## config.mk

```make
export PLATFORM = sky130hd
export DESIGN_NAME = wb_dma_hs_arb
export DESIGN_NICKNAME = d
export VERILOG_FILES = /design/src/rtl/wb_dma_hs_pkg.sv /design/src/rtl/wb_dma_hs_rr_pick.sv /design/src/rtl/wb_dma_hs_arb.sv
export SDC_FILE = /design/constraint.sdc
export NUM_CORES = 1
export LEC_CHECK = 0
export BUFFER_PORTS_ARGS = -buffer_cell sky130_fd_sc_hd__buf_2
export CAP_MARGIN = 20
export CORE_MARGIN = 4
export CORE_UTILIZATION = 35
export CTS_CLUSTER_SIZE = 30
export DETAILED_ROUTE_END_ITERATION = 8
export GPL_ROUTABILITY_DRIVEN = 0
export SLEW_MARGIN = 25
export SYNTH_ARGS = -nofsm -noshare
export SYNTH_HDL_FRONTEND = slang
export SYNTH_SLANG_ARGS = --single-unit
```

## constraint.sdc

```tcl
create_clock -name clk_i -period 6.79 [get_ports clk_i]
set_input_delay 0.3395 -clock clk_i [delete_from_list [all_inputs] [get_ports clk_i]]
set_output_delay 0.3395 -clock clk_i [all_outputs]
set_load 0.02 [all_outputs]
```

## src/rtl/wb_dma_hs_pkg.sv

```systemverilog
// Shared types and helpers for the DMA hardware-handshake arbiter.
// Optional engine timeout is enabled by defining WB_DMA_HS_TIMEOUT_EN.
package wb_dma_hs_pkg;

  localparam int DEF_NCH     = 32;
  localparam int DEF_CHW     = 5;
  localparam int DEF_TMO_CYC = 1024;
  localparam int MAX_NCH     = 32;
  localparam int MAX_CHW     = 5;

  typedef enum logic [1:0] {
    IDLE  = 2'd0,
    GRANT = 2'd1,
    ACK   = 2'd2
  } hs_state_e;

  typedef struct packed {
    logic               found;
    logic [MAX_CHW-1:0] idx;
  } rr_pick_t;

  // First set bit of vec at or above ptr, wrapping at nch-1; ptr must be < nch.
  function automatic rr_pick_t rr_pick(input logic [MAX_NCH-1:0] vec,
                                       input logic [MAX_CHW-1:0] ptr,
                                       input int                 nch);
    rr_pick_t r;
    int       idx;
    r = '0;
    for (int i = 0; i < MAX_NCH; i++) begin
      idx = int'(ptr) + i;
      if (idx >= nch) idx = idx - nch;
      if (i < nch) begin
        if (!r.found && vec[idx]) begin
          r.found = 1'b1;
          r.idx   = idx[MAX_CHW-1:0];
        end
      end
    end
    return r;
  endfunction

endpackage

```

## src/rtl/wb_dma_hs_rr_pick.sv

```systemverilog
// Combinational round-robin priority finder: first request at or above the
// pointer, wrapping; shared with the register-mode channel arbiter.
import wb_dma_hs_pkg::*;

module wb_dma_hs_rr_pick #(
  parameter int NCH = DEF_NCH,
  parameter int CHW = DEF_CHW
) (
  input  logic [NCH-1:0] req,
  input  logic [CHW-1:0] ptr,
  output logic           found,
  output logic [CHW-1:0] idx
);

  rr_pick_t pick;

  always_comb begin
    pick  = rr_pick(MAX_NCH'(req), MAX_CHW'(ptr), NCH);
    found = pick.found;
    idx   = CHW'(pick.idx);
  end

endmodule

```

## src/rtl/wb_dma_hs_arb.sv

```systemverilog
// Hardware-handshake arbiter/sequencer in front of the DMA engine service port.
// Define WB_DMA_HS_TIMEOUT_EN to add the engine-response timeout and tmo_o.
import wb_dma_hs_pkg::*;

module wb_dma_hs_arb #(
  parameter int NCH     = DEF_NCH,
  parameter int CHW     = DEF_CHW,
  parameter int TMO_CYC = DEF_TMO_CYC
) (
  input  logic           clk_i,
  input  logic           rst_i,
  input  logic [NCH-1:0] ch_en_i,
  input  logic [NCH-1:0] dma_req_i,
  input  logic [NCH-1:0] dma_nd_i,
  input  logic [NCH-1:0] dma_rest_i,
  output logic [NCH-1:0] dma_ack_o,
  output logic           eng_req_o,
  output logic [CHW-1:0] eng_ch_o,
  output logic           eng_nd_o,
  input  logic           eng_done_i,
  output logic           eng_abort_o,
  output logic           busy_o
`ifdef WB_DMA_HS_TIMEOUT_EN
  ,
  output logic           tmo_o
`endif
);

  if (CHW != $clog2(NCH) || NCH < 2 || NCH > MAX_NCH || TMO_CYC < 2) begin : g_bad_param
    $error("wb_dma_hs_arb: inconsistent NCH/CHW/TMO_CYC");
  end

  // Handshake: eng_req_o is a level held from grant until the engine returns
  // a one-cycle eng_done_i; eng_abort_o and dma_ack_o are one-cycle pulses.
  hs_state_e      state, state_n;
  logic [CHW-1:0] rr_ptr, rr_ptr_n, ch_n, win;
  logic [NCH-1:0] blocked, blocked_n, elig;
  logic           found, nd_n, abort_n;

`ifdef WB_DMA_HS_TIMEOUT_EN
  localparam int TW = $clog2(TMO_CYC);
  logic [TW-1:0] tmo_cnt, tmo_cnt_n;
  logic          tmo_n;
`endif

  assign elig = dma_req_i & ch_en_i & ~dma_rest_i & ~blocked;

  wb_dma_hs_rr_pick #(.NCH(NCH), .CHW(CHW)) u_pick (
    .req   (elig),
    .ptr   (rr_ptr),
    .found (found),
    .idx   (win)
  );

  assign eng_req_o = (state == GRANT);
  assign busy_o    = (state != IDLE);
  assign dma_ack_o = (state == ACK) ? (NCH'(1) << eng_ch_o) : '0;

  always_comb begin
    state_n  = state;
    rr_ptr_n = rr_ptr;
    ch_n     = eng_ch_o;
    nd_n     = eng_nd_o;
    abort_n  = 1'b0;
    // A block lasts until the peripheral drops its request or restarts.
    blocked_n = blocked & dma_req_i & ~dma_rest_i;
`ifdef WB_DMA_HS_TIMEOUT_EN
    tmo_cnt_n = tmo_cnt;
    tmo_n     = 1'b0;
`endif
    case (state)
      IDLE: begin
        nd_n = 1'b0;
        if (found) begin
          state_n  = GRANT;
          ch_n     = win;
          nd_n     = dma_nd_i[win];
          rr_ptr_n = (win == CHW'(NCH - 1)) ? '0 : win + 1'b1;
`ifdef WB_DMA_HS_TIMEOUT_EN
          tmo_cnt_n = '0;
`endif
        end
      end
      GRANT: begin
        if (eng_done_i) begin
          state_n = ACK;
        end else if (dma_rest_i[eng_ch_o]) begin
          state_n = IDLE;
          abort_n = 1'b1;
          nd_n    = 1'b0;
        end
`ifdef WB_DMA_HS_TIMEOUT_EN
        else if (tmo_cnt == TW'(TMO_CYC - 1)) begin
          state_n            = IDLE;
          abort_n            = 1'b1;
          tmo_n              = 1'b1;
          nd_n               = 1'b0;
          blocked_n[eng_ch_o] = 1'b1;
        end else begin
          tmo_cnt_n = tmo_cnt + 1'b1;
        end
`endif
      end
      ACK: begin
        blocked_n[eng_ch_o] = 1'b1;
        state_n             = IDLE;
        nd_n                = 1'b0;
      end
      default: state_n = IDLE;
    endcase
  end

  always_ff @(posedge clk_i or posedge rst_i) begin
    if (rst_i) begin
      state       <= IDLE;
      rr_ptr      <= '0;
      blocked     <= '0;
      eng_ch_o    <= '0;
      eng_nd_o    <= 1'b0;
      eng_abort_o <= 1'b0;
    end else begin
      state       <= state_n;
      rr_ptr      <= rr_ptr_n;
      blocked     <= blocked_n;
      eng_ch_o    <= ch_n;
      eng_nd_o    <= nd_n;
      eng_abort_o <= abort_n;
    end
  end

`ifdef WB_DMA_HS_TIMEOUT_EN
  always_ff @(posedge clk_i or posedge rst_i) begin
    if (rst_i) begin
      tmo_cnt <= '0;
      tmo_o   <= 1'b0;
    end else begin
      tmo_cnt <= tmo_cnt_n;
      tmo_o   <= tmo_n;
    end
  end
`endif

endmodule

```

Word level (Yosys, flattened, before mapping)
Cells that the tools add are included.
{ "totals": {"elab_cells": 402, "in_bits": 131, "output_inout_bits": 41, "reg_bits": 46} }
{ "op_classes": {"shift": 1, "add_sub_neg": 64, "n_reduce_logical": 69, "eq_ne": 7, "n_mux": 180, "order_cmp": 67, "n_bitwise": 8} }
{ "ops": {"columns": ["operator", "n"], "rows": [
  ["32-bit 2-to-1 mux", 34],
  ["32-bit by 7-bit < comparator with 1-bit output (second input constant)", 32],
  ["32-bit by 7-bit >= comparator with 1-bit output (second input constant)", 31],
  ["32-bit by 7-bit subtractor with 32-bit output (second input constant)", 31],
  ["6-bit 2-to-1 mux", 32],
  ["1-bit binary-select mux with 5-bit select", 34],
  ["32-bit bitwise AND", 5],
  ["5-bit by 5-bit adder with 6-bit output (second input constant)", 16],
  ["1-bit 2-to-1 mux", 73],
  ["32-bit NOT", 2],
  ["5-bit by 4-bit adder with 6-bit output (second input constant)", 8],
  ["1-bit logical AND", 32],
  ["32-bit OR", 1],
  ["1-bit by 5-bit << shifter with 32-bit output (first input constant)", 1],
  ["1-bit logical NOT", 31],
  ["5-bit by 3-bit adder with 6-bit output (second input constant)", 4],
  ["5-bit by 2-bit adder with 6-bit output (second input constant)", 2],
  ["5-bit by 6-bit < comparator with 1-bit output (second input constant)", 2],
  ["5-bit by 6-bit subtractor with 7-bit output (second input constant)", 1],
  ["5-bit by 1-bit adder with 6-bit output (second input constant)", 1],
  ["5-bit by 6-bit >= comparator with 1-bit output (second input constant)", 1],
  ["2-bit 2-to-1 mux", 3],
  ["5-bit by 1-bit adder with 5-bit output (second input constant)", 1],
  ["1-bit demux with 5-bit select", 1],
  ["other kinds (15)", 17]
]} }

Depth between registers and ports, before layout
{ "depth": {"ltp_word": 104, "ltp_mapped": 27, "depth_no_buf": 21} }

By module
Synthesis repeated with hierarchy kept, for this count alone.
{ "unflattened": {"hier_cells": 1012, "area_unflattened_um2": 9435.3} }
{ "by_module_without_submodules": {"columns": ["mod", "cells_each", "area_per_inst_um2", "n_inst", "seq_area_each_um2"], "rows": [
  ["wb_dma_hs_rr_pick", 722, 6368.6, 1, 0.0],
  ["wb_dma_hs_arb", 290, 3066.7, 1, 1151.1]
]} }

Worst setup path before layout
Ideal clock, no wire load.
{ "synth_path": {"kind": "register to register", "startpoint": "reg rr_ptr[0]", "endpoint": "reg rr_ptr[4]", "n_path_buf": 4, "period_less_slack_ns": 6.191, "path_stages_with_launch": 25, "slack_ns": 0.599, "arrival_ns": 6.067, "cell_sequence": "dfrtp_1 -> inv_2 -> buf_1 -> clkbuf_1 -> ha_1 -> inv_2 -> buf_2 -> mux4_2 -> mux4_2 -> mux2_2 -> inv_1 -> nand4_1 -> or3_4 -> buf_2 -> nor3_1 -> nand2_1 -> o21ai_0 -> nor3_1 -> o311ai_0 -> nand3_1 -> o21a_1 -> o31ai_1 -> inv_1 -> ha_1 -> mux2_2"} }
{ "synth_between": {"elab_chain_len": 101, "word_cells_on_any_way": 321} }
{ "synth_rtl": {"columns": ["item", "line_no", "source"], "rows": [
  ["start: declaration", "wb_dma_hs_arb.sv:36", "logic [CHW-1:0] rr_ptr, rr_ptr_n, ch_n, win;"],
  ["start signal: assignment", "wb_dma_hs_arb.sv:123", "rr_ptr <= rr_ptr_n;"],
  ["parallel branches: the longest is 98 deep, another holds 32-bit by 7-bit subtractor with 32-bit output", null, null],
  ["6-bit 2-to-1 mux *", "wb_dma_hs_pkg.sv:33", "if (!r.found && vec[idx]) begin"],
  ["net u_pick.idx[4]", "wb_dma_hs_rr_pick.sv:12", "output logic [CHW-1:0] idx"],
  ["5-bit by 1-bit adder with 5-bit output / 5-bit equality test (equally long branches)", "wb_dma_hs_arb.sv:78", "rr_ptr_n = (win == CHW'(NCH - 1)) ? '0 : win + 1'b1;"],
  ["5-bit 2-to-1 mux *", "wb_dma_hs_arb.sv:78", null]
]} }
Mark *: on every way through the listed nets, which the timed path passes. The select of a mux whose other input is x is not followed.
A chain may end at the register's enable or synchronous reset.

Worst setup path in the final report
{ "layout_path": {"startpoint": "reg rr_ptr[1]", "endpoint": "reg rr_ptr[4]"} }
{ "layout_between": {"elab_chain_len": 101, "word_cells_on_any_way": 321} }
{ "layout_rtl": {"columns": ["item", "line_no"], "rows": [
  ["parallel branches: the longest is 98 deep, another holds 32-bit by 7-bit subtractor with 32-bit output", null],
  ["6-bit 2-to-1 mux *", "wb_dma_hs_pkg.sv:33"],
  ["5-bit by 1-bit adder with 5-bit output / 5-bit equality test (equally long branches)", "wb_dma_hs_arb.sv:78"],
  ["5-bit 2-to-1 mux", "wb_dma_hs_arb.sv:78"]
]} }
Mark *: on every way between the ends. The select of a mux whose other input is x is not followed.

==> flow_metrics.env <==
export IMPL_final_min_clock_period_ns=6.21
export IMPL_min_period_over_period_pct=91.5
export IMPL_core_um2=23800
export IMPL_avgViaCountPerCell=6.55
export IMPL_r2r_cells=19
export IMPL_clk_pin_slew_worst_paths_ns=0.07
export IMPL_layout_nets=1255
export IMPL_fp_dieW_um=164
export IMPL_via_count=9329
export IMPL_final_cell_mix="buf_2 (171), nor2_1 (98), mux4_2 (80)"
export IMPL_outcome="finished clean"
export IMPL_syn_area_um2=8540
export IMPL_row_count=56
export IMPL_h_tree_depth=2
export IMPL_rsz0062_at_grt="false"
export IMPL_worst_pin_slew_ns=0.989
export IMPL_skew_ns=0.00477
export IMPL_antenna_found_initial=0
export IMPL_path_class="reg -> reg"
export IMPL_synth_fp_nets=1100
export IMPL_die_h_um=164
export IMPL_io_pins=172
export IMPL_final_common_cell="buf_2"
export IMPL_clockBufferDepth=2
export IMPL_syn_area_per_cell_um2=8.99
export IMPL_whs_ns=0.125
export IMPL_grt_max_degree=47
export IMPL_grt_pass1_vias=8972
export IMPL_antenna_left=0
export IMPL_fillCellCount=2386
export IMPL_dp_hpwl_mm=27.6
export IMPL_cts_resized=0
export IMPL_clk_latency_ns=0.29
export IMPL_postCtsHoldBufs=0
export IMPL_io_buffer_count=171
export IMPL_wl_per_cell_um=23.9
export IMPL_floorplan_initialDensity_pct=36.0
export IMPL_slew_violations=0
export IMPL_drive_above_1_share_pct=31.3
export IMPL_area_delta_synth_final_pct=16.5
export IMPL_drt_iter0_markers=983
export IMPL_dieArea_um2=27000
export IMPL_syn_inst=950
export IMPL_ff_latch_area_um2=1150
export IMPL_post_cts_buffers=0
export IMPL_cp_end_kind="flop"
export IMPL_synth_enable_flop_cells=0
export IMPL_cp_max_fo=18
export IMPL_grt_pass1_wl_mm=51.7
export IMPL_top_layer="met4"
export IMPL_routed_wl_mm=34.1
export IMPL_timing_slew_headroom_pct=33.6
export IMPL_ys_types=87
export IMPL_cap_viol_max_count=0
export IMPL_multi_input_area_um2=7050
export IMPL_yosys_most_used_dff="dfrtp_1"
export IMPL_start_kind="flop"
export IMPL_numCtsBuffers=5
export IMPL_drc=0
export IMPL_finalSetupTns_ns=0
export IMPL_grt_overflow_total=0
export IMPL_first_pass_iters=8
export IMPL_max_clock_freq_ghz=0.161
export IMPL_cp_data_arrival_time_ns=6.39
export IMPL_ys_seq_area_share_pct=13.5
export IMPL_cts_root_buf="clkbuf_16"
export IMPL_yosys_warnings=0
export IMPL_drt_met1_wl_mm=12.5
export IMPL_finalSetupViolations=0
export IMPL_cp_required_ns=6.97
export IMPL_diodes=0
export IMPL_ys_ff_latch=46
export IMPL_cts_tree="yes"
export IMPL_hp_class="in -> async"
export IMPL_cts_sinks=46
export IMPL_synthArstFlopShare_pct=100
export IMPL_met3_length_mm=4.08
export IMPL_grt_use_total_pct=24.6
export IMPL_finalHoldViolCount=0
export IMPL_wl_met2_mm=15.5
## cells by family (layout without fill, tap and decap cells)
| kind of cell | after synthesis | in the layout | synth area share, % |
|---|---|---|---|
| simple gates | 381 | 381 | 27.7 |
| mux | 144 | 144 | 29.1 |
| compound gates | 252 | 252 | 20.0 |
| fa+ha+maj | 19 | 19 | 2.78 |
| buf+inv | 81 | 237 | 4.00 |
| flops | 46 | 46 | 13.5 |
| xor+xnor | 27 | 27 | 2.86 |
## cell type report
type | count | share of cell area (%)
inverters | 32 | 1.23
well taps | 319 | 4.01
clock buffers | 6 | 1.30
multi-input cells | 823 | 70.9
clock inverters | 2 | 0.377
flip-flops and latches | 46 | 11.6
repair buffers | 197 | 10.6
## state kept, by name, summed over array words and instances, names as in the netlist
signal,flops
state,2
rr_ptr,5
blocked,32
eng_ch_o,5
eng_abort_o,1
eng_nd_o,1
## path summary, 6_finish.rpt
kind                             from           to  slack (ns)
min reg2reg                  eng_nd_o     eng_nd_o        0.50
min in group clk_i         eng_done_i  eng_abort_o        0.23
max in group asynchronous       rst_i   blocked[9]        6.25
max                         rr_ptr[1]    rr_ptr[4]        0.58
min                             rst_i  blocked[26]        0.13
max reg2reg                 rr_ptr[1]    rr_ptr[4]        0.58
## per-layer routing
layer	vias to the layer above	track usage (%)
met5	-	0
met4	0	11.9
met3	132	5.50
met2	656	40.3
met1	4448	30.8
li1	4093	-
## cell usage after synthesis, types with 15 or more instances
cell	instances	area share (%)
a21oi_1	37	2.2
mux2i_1	39	4.6
ha_1	19	2.8
inv_1	27	1.2
nor4bb_1	32	3.8
xnor2_1	17	1.7
mux4_2	80	21
nand3b_1	38	3.3
mux2_2	21	2.8
nand2b_1	16	1.2
dfrtp_1	46	13
o22ai_1	29	2.1
nand2_1	78	3.4
nor2_1	98	4.3
o211ai_1	17	1.5
or4bb_1	32	4.2
clkbuf_1	33	1.5
o21ai_0	66	3.9
nor3_1	15	0.88
## through the flow
step | util, % | cells | instance area, um2 | worst slack, ns
final | 41.9 | 1425 | 9940 | 0.577
after global routing | 41.9 | 1425 | 9940 | 0.242
after CTS | 41.8 | 1425 | 9940 | 0.540
after detailed placement | 41.1 | 1417 | 9770 | 0.574
after global placement | 41.1 | 1417 | 9770 | 0.581
after floorplan | - | 950 | 8540 | 0.599
## worst max-delay path, cell delays in order (launching register included)
cell and delay [ns]:
dfrtp_1 0.39, buf_4 0.24, ha_1 0.38, xnor2_1 0.66, inv_1 0.29, mux4_2 0.48, nor2_1 0.10, or2_2 0.37
or3_4 0.42, or3_4 0.48, nor3_4 0.34, and2_1 0.24, nand3_1 0.11, o21ai_1 0.10, nor4_1 0.08, a31oi_4 0.50
ha_1 0.27, and2_1 0.13, ha_1 0.22, mux2_2 0.25
Power is not shown: default switching activity piles up to over one toggle a cycle in this logic, so the estimate is an artifact.
